==> src/rtl/mc_control_fsm.sv <==
// rtl/mc_control_fsm.sv - main control FSM of the multi-cycle MIPS CPU
//
// Sequences each instruction through fetch/decode/execute/memory/writeback
// and drives ALU op code, operand selects and all datapath enables.
// Build option: define ILLEGAL_HALT_EN to trap unsupported instructions in
// HALT until reset; otherwise they are retired as a nop with a 1-cycle flag.
//
// Ports:
//   clk, rst        clock (rising edge), synchronous active-high reset
//   opcode, funct   IR fields, stable from DECODE until the next FETCH
//   zero            ALU zero flag, used in BRANCH
//   alu_control     ALU op code
//   alu_src_a/b     ALU operand selects
//   pc_en, pc_source PC load enable and PC source select
//   i_or_d          memory address select (0 PC, 1 ALUOut)
//   mem_read/write  memory strobes
//   ir_write        IR load enable
//   reg_dst, mem_to_reg, reg_write  register file controls
//   illegal         unsupported instruction flag
//   state           current state, for debug
module mc_control_fsm #(
    parameter logic [3:0] RESET_STATE = 4'd0
) (
    input  logic       clk,
    input  logic       rst,
    input  logic [5:0] opcode,
    input  logic [5:0] funct,
    input  logic       zero,
    output logic [3:0] alu_control,
    output logic [1:0] alu_src_a,
    output logic [2:0] alu_src_b,
    output logic       pc_en,
    output logic [1:0] pc_source,
    output logic       i_or_d,
    output logic       mem_read,
    output logic       mem_write,
    output logic       ir_write,
    output logic       reg_dst,
    output logic       mem_to_reg,
    output logic       reg_write,
    output logic       illegal,
    output logic [3:0] state
);

    localparam logic [3:0] S_FETCH     = 4'd0;
    localparam logic [3:0] S_DECODE    = 4'd1;
    localparam logic [3:0] S_MEM_ADDR  = 4'd2;
    localparam logic [3:0] S_MEM_READ  = 4'd3;
    localparam logic [3:0] S_MEM_WB    = 4'd4;
    localparam logic [3:0] S_MEM_WRITE = 4'd5;
    localparam logic [3:0] S_EXEC_R    = 4'd6;
    localparam logic [3:0] S_WB_R      = 4'd7;
    localparam logic [3:0] S_BRANCH    = 4'd8;
    localparam logic [3:0] S_JUMP      = 4'd9;
    localparam logic [3:0] S_EXEC_I    = 4'd10;
    localparam logic [3:0] S_WB_I      = 4'd11;
    localparam logic [3:0] S_HALT      = 4'd15;

    localparam logic [3:0] ALU_AND = 4'd0;
    localparam logic [3:0] ALU_OR  = 4'd1;
    localparam logic [3:0] ALU_ADD = 4'd2;
    localparam logic [3:0] ALU_SLL = 4'd3;
    localparam logic [3:0] ALU_SRL = 4'd4;
    localparam logic [3:0] ALU_LUI = 4'd5;
    localparam logic [3:0] ALU_SUB = 4'd6;
    localparam logic [3:0] ALU_SLT = 4'd7;
    localparam logic [3:0] ALU_NOR = 4'd8;
    localparam logic [3:0] ALU_XOR = 4'd9;

    // Where an unsupported instruction goes once detected
`ifdef ILLEGAL_HALT_EN
    localparam logic [3:0] S_TRAP = S_HALT;
`else
    localparam logic [3:0] S_TRAP = S_FETCH;
`endif

    logic [3:0] state_q;
    logic [3:0] state_d;
    logic       funct_ok;
    logic [3:0] r_alu;
    logic       r_shift;

    // R-type funct decode, shared by next-state and output logic
    always_comb begin
        funct_ok = 1'b1;
        r_alu    = ALU_ADD;
        r_shift  = 1'b0;
        case (funct)
            6'h20: r_alu = ALU_ADD;
            6'h22: r_alu = ALU_SUB;
            6'h24: r_alu = ALU_AND;
            6'h25: r_alu = ALU_OR;
            6'h26: r_alu = ALU_XOR;
            6'h27: r_alu = ALU_NOR;
            6'h2A: r_alu = ALU_SLT;
            6'h00: begin r_alu = ALU_SLL; r_shift = 1'b1; end
            6'h02: begin r_alu = ALU_SRL; r_shift = 1'b1; end
            default: funct_ok = 1'b0;
        endcase
    end

    always_comb begin
        state_d = S_FETCH;
        case (state_q)
            S_FETCH:  state_d = S_DECODE;
            S_DECODE: begin
                case (opcode)
                    6'h23, 6'h2B:                      state_d = S_MEM_ADDR;
                    6'h00:                             state_d = S_EXEC_R;
                    6'h04, 6'h05:                      state_d = S_BRANCH;
                    6'h02:                             state_d = S_JUMP;
                    6'h08, 6'h0A, 6'h0C,
                    6'h0D, 6'h0E, 6'h0F:               state_d = S_EXEC_I;
                    default:                           state_d = S_TRAP;
                endcase
            end
            S_MEM_ADDR:  state_d = (opcode == 6'h23) ? S_MEM_READ : S_MEM_WRITE;
            S_MEM_READ:  state_d = S_MEM_WB;
            S_EXEC_R:    state_d = funct_ok ? S_WB_R : S_TRAP;
            S_EXEC_I:    state_d = S_WB_I;
`ifdef ILLEGAL_HALT_EN
            S_HALT:      state_d = S_HALT;
`endif
            default:     state_d = S_FETCH;
        endcase
    end

    always_ff @(posedge clk) begin
        if (rst) begin
            state_q <= RESET_STATE;
        end else begin
            state_q <= state_d;
        end
    end

    always_comb begin
        alu_control = ALU_ADD;
        alu_src_a   = 2'b00;
        alu_src_b   = 3'b000;
        pc_en       = 1'b0;
        pc_source   = 2'b00;
        i_or_d      = 1'b0;
        mem_read    = 1'b0;
        mem_write   = 1'b0;
        ir_write    = 1'b0;
        reg_dst     = 1'b0;
        mem_to_reg  = 1'b0;
        reg_write   = 1'b0;
        illegal     = 1'b0;
        case (state_q)
            S_FETCH: begin
                mem_read  = 1'b1;
                ir_write  = 1'b1;
                alu_src_b = 3'b001;
                pc_en     = 1'b1;
            end
            S_DECODE: begin
                alu_src_b = 3'b011;
`ifndef ILLEGAL_HALT_EN
                case (opcode)
                    6'h23, 6'h2B, 6'h00, 6'h04, 6'h05, 6'h02,
                    6'h08, 6'h0A, 6'h0C, 6'h0D, 6'h0E, 6'h0F: illegal = 1'b0;
                    default:                                    illegal = 1'b1;
                endcase
`endif
            end
            S_MEM_ADDR: begin
                alu_src_a = 2'b01;
                alu_src_b = 3'b010;
            end
            S_MEM_READ: begin
                mem_read = 1'b1;
                i_or_d   = 1'b1;
            end
            S_MEM_WB: begin
                reg_write  = 1'b1;
                mem_to_reg = 1'b1;
            end
            S_MEM_WRITE: begin
                mem_write = 1'b1;
                i_or_d    = 1'b1;
            end
            S_EXEC_R: begin
                if (funct_ok) begin
                    alu_control = r_alu;
                    // shifts take rt as the operand and shamt from the immediate field
                    alu_src_a   = r_shift ? 2'b10 : 2'b01;
                    alu_src_b   = r_shift ? 3'b010 : 3'b000;
                end else begin
`ifndef ILLEGAL_HALT_EN
                    illegal = 1'b1;
`endif
                end
            end
            S_WB_R: begin
                reg_write = 1'b1;
                reg_dst   = 1'b1;
            end
            S_BRANCH: begin
                alu_src_a   = 2'b01;
                alu_control = ALU_SUB;
                pc_source   = 2'b01;
                // only combinational input dependence: branch resolution
                pc_en       = (opcode == 6'h05) ? ~zero : zero;
            end
            S_JUMP: begin
                pc_source = 2'b10;
                pc_en     = 1'b1;
            end
            S_EXEC_I: begin
                alu_src_a = 2'b01;
                case (opcode)
                    6'h0A:   begin alu_control = ALU_SLT; alu_src_b = 3'b010; end
                    6'h0C:   begin alu_control = ALU_AND; alu_src_b = 3'b100; end
                    6'h0D:   begin alu_control = ALU_OR;  alu_src_b = 3'b100; end
                    6'h0E:   begin alu_control = ALU_XOR; alu_src_b = 3'b100; end
                    6'h0F:   begin alu_control = ALU_LUI; alu_src_b = 3'b100; end
                    default: begin alu_control = ALU_ADD; alu_src_b = 3'b010; end
                endcase
            end
            S_WB_I: begin
                reg_write = 1'b1;
            end
`ifdef ILLEGAL_HALT_EN
            S_HALT: begin
                illegal = 1'b1;
            end
`endif
            default: begin
            end
        endcase
    end

    assign state = state_q;

endmodule

==> config.mk <==
export PLATFORM = sky130hd
export DESIGN_NAME = mc_control_fsm
export DESIGN_NICKNAME = d
export VERILOG_FILES = /design/src/rtl/mc_control_fsm.sv
export SDC_FILE = /design/constraint.sdc
export NUM_CORES = 1
export LEC_CHECK = 0
export CAP_MARGIN = 20
export CORE_ASPECT_RATIO = 0.7
export CORE_MARGIN = 2
export CORE_UTILIZATION = 35
export CTS_CLUSTER_SIZE = 30
export DETAILED_ROUTE_END_ITERATION = 8
export PLACE_DENSITY = 0.73
export SLEW_MARGIN = 40
export SYNTH_ARGS = -nofsm -noshare
export SYNTH_HDL_FRONTEND = slang
export SYNTH_SLANG_ARGS = --single-unit
==> constraint.sdc <==
create_clock -name clk -period 1.6 [get_ports clk]
set_clock_uncertainty 0.2 [all_clocks]
set_input_delay 0.16 -clock clk [delete_from_list [all_inputs] [get_ports clk]]
set_output_delay 0.16 -clock clk [all_outputs]
set_load 0.005 [all_outputs]
==> parameters.txt, run 1 <==
Parameter                              Value

Run status
  Run status    aborted with a tool error
  Last stage    global routing
  First reported error    [ERROR DPL-0038] Utilization greater than 100%, impossible to legalize

Floorplan
  Vertical die dimension    around 42 µm
  Num ports    39
  Row count    13
  Die outline width    58.5 µm
  Initial standard-cell utilization of the core    38.2%

Synthesis
  Async set or reset register ratio after synthesis    0%
  Post-Synthesis Cells    roughly 110
  Synthesized area    around 730 µm²
  Largest area contributor in the synthesized netlist    sky130_fd_sc_hd__dfxtp_1
  Proportion of netlist area held by the largest area contributor    between 10% and 20%
  Register bit count reported by yosys    4
  Most used standard cell by instance count after synthesis    sky130_fd_sc_hd__nand2_1
  Post-synth EDFFs    0
  Syn Area/Cell    approximately 6.5 µm²
  Net count after synthesis    127
  Leading post-synthesis cells by cell area    sky130_fd_sc_hd__dfxtp_1 11%, sky130_fd_sc_hd__nand2_1 7.2%, sky130_fd_sc_hd__nor3_1 6.2%, sky130_fd_sc_hd__nor2_1 6.2%, sky130_fd_sc_hd__nand2b_1 5.2%
  Commonest register cell after synthesis    sky130_fd_sc_hd__dfxtp_1
  Sequential element share of the synthesized area    ~11%
  Count of warnings emitted by yosys    0
  Synth cell types    42
  Cell types with the highest counts after synthesis    14 x sky130_fd_sc_hd__nand2_1, 12 x sky130_fd_sc_hd__nor2_1, 9 x sky130_fd_sc_hd__nor3_1, 6 x sky130_fd_sc_hd__nand2b_1, 5 x sky130_fd_sc_hd__a21oi_1

GRT
  Pin count of the biggest net entering global routing    11

Placement
  Placer's final routability congestion estimate    around 0.9
  Detailed Place HPWL    around 2500 µm
  I/O Buffers    38

Clocking
  Sinks on Clock Net    4
  Number of CTS-inserted buffers    3
  Number of levels in the clock H-tree    1
  Clock root buffer master    sky130_fd_sc_hd__clkbuf_4
  Buffers from clock root to sink, at most    2

STA
  Worst Endpoint after GRT Repair    alu_control[3]
  Worst End Pin Type    primary output
-- what timing repair did --
action                                  4_1_cts
cloned                                        1
setup buffers                                14
pin swaps                                    27
resized for setup                           203
endpoints found under the setup margin       28
hold buffers                                  0
-- kinds of logic after synthesis --
kind of cell	Yosys count	share of synthesized area (%)
buf+inv	11	7.40
simple gates	63	46.0
flops	4	11.0
xor+xnor	4	4.82
compound gates	30	30.8
-- stage by stage --
| step | cells | TNS [ns] | instance area, µm² | setup slack [ns] | util, % |
|---|---|---|---|---|---|
| after CTS | 228 | -0.888 | 1770 | -0.152 | 93.0 |
| after detailed placement | 210 | -10.22 | 1440 | -0.814 | 75.5 |
| after global placement | 210 | -9.30 | 1440 | -0.791 | 75.5 |
| after floorplan | 112 | 0 | 727 | 0.0819 | - |
==> run 2: changes to the inputs <==
--- a/config.mk
+++ b/config.mk
@@ -6,12 +6,10 @@
 export NUM_CORES = 1
 export LEC_CHECK = 0
 export CAP_MARGIN = 20
-export CORE_ASPECT_RATIO = 0.7
 export CORE_MARGIN = 2
-export CORE_UTILIZATION = 35
-export CTS_CLUSTER_SIZE = 30
+export CORE_UTILIZATION = 20
 export DETAILED_ROUTE_END_ITERATION = 8
-export PLACE_DENSITY = 0.73
+export PLACE_DENSITY_LB_ADDON = 0.15
 export SLEW_MARGIN = 40
 export SYNTH_ARGS = -nofsm -noshare
 export SYNTH_HDL_FRONTEND = slang
==> run 2 against run 1 <==
Compared with the run above:
- the flow now finishes, with violations (setup timing)
- synthesized cell count is the same
- area after synthesis is the same
==> parameters.txt, run 2 <==
Parameter                              Value

Synthesis
  Proportion of synthesized area in mux cells    0% (unchanged)
  Count of warnings emitted by yosys    0 (unchanged)
  Async set or reset register ratio after synthesis    0% (unchanged)
  Synthesized area    727 µm² (unchanged)
  Proportion of netlist area held by the largest area contributor    11.0% (unchanged)
  Most used standard cell by instance count after synthesis    sky130_fd_sc_hd__nand2_1
  Post-synthesis share of cell area spent on xor and xnor gates    4.82% (unchanged)
  Synth Area in Simple Gates    46.0% (unchanged)
  Sequential element share of the synthesized area    11.0% (unchanged)
  Post-Synthesis Cells    112 (unchanged)
  Synth cell types    42 (unchanged)
  Cell types with the highest counts after synthesis    14 x sky130_fd_sc_hd__nand2_1, 12 x sky130_fd_sc_hd__nor2_1, 9 x sky130_fd_sc_hd__nor3_1, 6 x sky130_fd_sc_hd__nand2b_1, 5 x sky130_fd_sc_hd__a21oi_1
  Adder and majority gate portion of the synthesized area    0% (unchanged)
  Commonest register cell after synthesis    sky130_fd_sc_hd__dfxtp_1
  Largest area contributor in the synthesized netlist    sky130_fd_sc_hd__dfxtp_1
  Post-synth EDFFs    0 (unchanged)
  Area fraction in compound gates after synthesis    30.8% (unchanged)
  Leading post-synthesis cells by cell area    sky130_fd_sc_hd__dfxtp_1 11%, sky130_fd_sc_hd__nand2_1 7.2%, sky130_fd_sc_hd__nor3_1 6.2%, sky130_fd_sc_hd__nor2_1 6.2%, sky130_fd_sc_hd__nand2b_1 5.2%
  Register bit count reported by yosys    4 (unchanged)
  Net count after synthesis    127 (unchanged)
  Syn Area/Cell    6.49 µm² (unchanged)
  Dominant combinational cell family by area after synthesis    simple AND/OR/NAND/NOR gates

Setup path
  Arrival time of the worst setup path    1.39 ns
  Family of cells with the greatest summed delay on the critical path    flip-flops
  Endpoint required time on the critical path    about 1.2 ns
  Launch point of the critical path    state[1]$_SDFF_PP0_
  Startpoint of the worst-slack reg-to-reg timing path    state[1]$_SDFF_PP0_
  Cells on worst reg2reg path    8
  Number of stages on the worst setup path    5
  CP Max Fanout    6
  Setup CP Type    reg -> out
  Slowest stage delay, CP    roughly 0.39 ns
  Critical register-to-register path endpoint    state[2]$_SDFF_PP0_
  Critical Path, Cell by Cell    nor2b_4 -> nand4_1 -> buf_4 -> o31ai_2 -> buf_2
  Category of the worst setup path launch point    flop
  Register-to-register setup slack    roughly 0.010 ns
  Count of buffering cells on the critical path with inverters included    2
  Worst setup path endpoint    alu_control[3]
  Critical-path top delay cell    sky130_fd_sc_hd__dfxtp_4
  CP Capture Type    primary output

STA
  Fin crit share    109%
  Fmax    roughly 570 MHz
  Worst slack on hold paths    between 0.15 and 0.2 ns
  Unrepaired setup endpoints after global routing    true
  Final Slew Violations    0
  Setup slack after layout    -0.147 ns
  Number of failing hold endpoints at the final stage    0
  Remaining max-slew budget at the tightest pin    76.5%
  Measured slew at the worst slew-check pin    about 0.35 ns
  Final critical-path required period    around 1.7 ns
  Post-route setup TNS    -0.887 ns
  Number of setup violations in the final report    14

Floorplan
  Initial standard-cell utilization of the core    21.3% (-17 points)
  Die outline width    64.3 µm (+10%)
  Core region area    roughly 3400 µm²
  Num ports    39 (unchanged)
  Vertical die dimension    64.3 µm (+53%)
  Die area    about 4100 µm²
  Row count    21 (+8)

Worst hold path
  Hold crit path type    in -> reg

Route
  Routed vias    ~1200
  DRC viols    0
  Wire length reported by the detailed router    approximately 3500 µm
  Initial DRC count    42
  Initial DRT Pass Iterations    4
  ANT nets after route    0
  Mean number of vias per cell    4.73
  WL per Instance    approximately 14 µm

Clocking
  CTS tree    done
  Worst-path clk slew    0.04 ns
  Clock root buffer master    sky130_fd_sc_hd__clkbuf_4
  Sinks on Clock Net    4 (unchanged)
  Number of CTS-inserted buffers    3 (unchanged)
  Insertion delay to the later sink of the worst-skew pair    between 0.2 and 0.3 ns
  Buffers from clock root to sink, at most    2 (unchanged)
  Number of levels in the clock H-tree    1 (unchanged)

GRT
  Pin count of the biggest net entering global routing    11
  Initial antenna violation count    0
  Via count of the first global-routing pass    between 1000 and 1500
  Total gr overflow    0
  Global-route wire length before repair    about 5700 µm
  Gr usage total    17.1%

Placement
  Placed instance count    234 (+11%)
  Post-DP Area    1470 µm² (+2.1%)
  Placer's final routability congestion estimate    0.767 (-14%)
  Worst setup timing slack at the placement stage    -0.957 ns (-0.144 ns)
  I/O Buffers    38 (unchanged)
  Detailed Place HPWL    2430 µm (-2.6%)

Run status
  Run status    finished, violations left
  Violations in the final reports    setup timing

Layout
  Inserted Diodes    0
  Most frequent standard cell in the layout excluding fill and tap cells    sky130_fd_sc_hd__buf_4
  Nets    233
  Post-Layout Inst Area    2010 µm²
  Area delta synth->final    176%
  Final Non-Filler Cells    around 260
  Top library cells by usage in the layout, fill and taps aside    49 x sky130_fd_sc_hd__buf_4, 26 x sky130_fd_sc_hd__buf_6, 17 x sky130_fd_sc_hd__buf_2, 11 x sky130_fd_sc_hd__nand2_1
  Max FFs per register    4
  Share of layout cells above drive strength 1    between 70% and 80%
  Fin util    about three fifths

Run
  Max_cap viols    0

Power and ir drop
  Standby leakage power    about 0.86 nW
  Pwr/cell area    306 nW/µm²
  Tot Pwr    0.615 mW
  Largest vdd supply drop    around 0.15 mV
-- run 2: cell counts after synthesis --
No cell type changed its count.
-- run 2: metal layers --
layer	up-vias	wire, µm	part of all wire (%)	global-route usage [%]
li1	635	-	-	-
met1	578	1500	42	20.5
met2	23	1930	54	32.4
met3	3	110	3.1	3.17
met4	0	9	0.25	1.60
met5	-	0	0	0
-- run 2: tightest hold or removal path, cell delays in order --
cell	delay, ns
sky130_fd_sc_hd__buf_6	0.08
sky130_fd_sc_hd__buf_6	0.09
sky130_fd_sc_hd__o31ai_1	0.08
sky130_fd_sc_hd__nand3b_1	0.08
sky130_fd_sc_hd__a31oi_1	0.06
-- run 2: worst min path at each step --
| stage | from | end | slack (ns) | cells past startpoint |
|---|---|---|---|---|
| finish | opcode[5] | state[1]$_SDFF_PP0_ | 0.15 | 5 |
| global route | opcode[5] | state[1]$_SDFF_PP0_ | 0.16 | 5 |
| CTS | opcode[5] | state[1]$_SDFF_PP0_ | 0.16 | 5 |
| detailed placement | state[0]$_SDFF_PP0_ | state[2]$_SDFF_PP0_ | 0.47 | 3 |
| global placement | state[0]$_SDFF_PP0_ | state[2]$_SDFF_PP0_ | 0.46 | 3 |
| floorplan | rst | state[3]$_SDFF_PP0_ | 0.04 | 1 |
-- run 2: area by class of cell --
cell class,count,area [µm²]
Clock buffer,3,22.5
Fill cell,315,1410
Inverter,3,11.3
Multi-Input combinational cell,97,907
Sequential cell,4,95.1
Tap cell,46,57.6
Timing Repair Buffer,109,913
-- run 2: report_power, final --
part / internal, mW / switching, mW / total [mW] / leakage [nW]
Clock: 0.0846 / 0.0517 / 0.136 / 0.0138
Combinational: 0.207 / 0.160 / 0.367 / 0.808
Sequential: 0.101 / 0.0104 / 0.111 / 0.0355
-- run 2: cell families (layout without fill, tap and decap cells) --
group	after synthesis	count (layout)
xor+xnor	4	4
compound gates	30	30
flops	4	4
simple gates	63	63
buf+inv	11	115
-- run 2: what timing repair did --
action                                 4_1_cts  5_1_grt
cloned                                       0        0
hold buffers                                 0        0
setup endpoints to repair                   28       23
setup buffers                               24        5
pin swaps                                   29       23
endpoints found under the hold margin        0        0
resized for setup                          193       44
(Power assumes the default switching activity.)
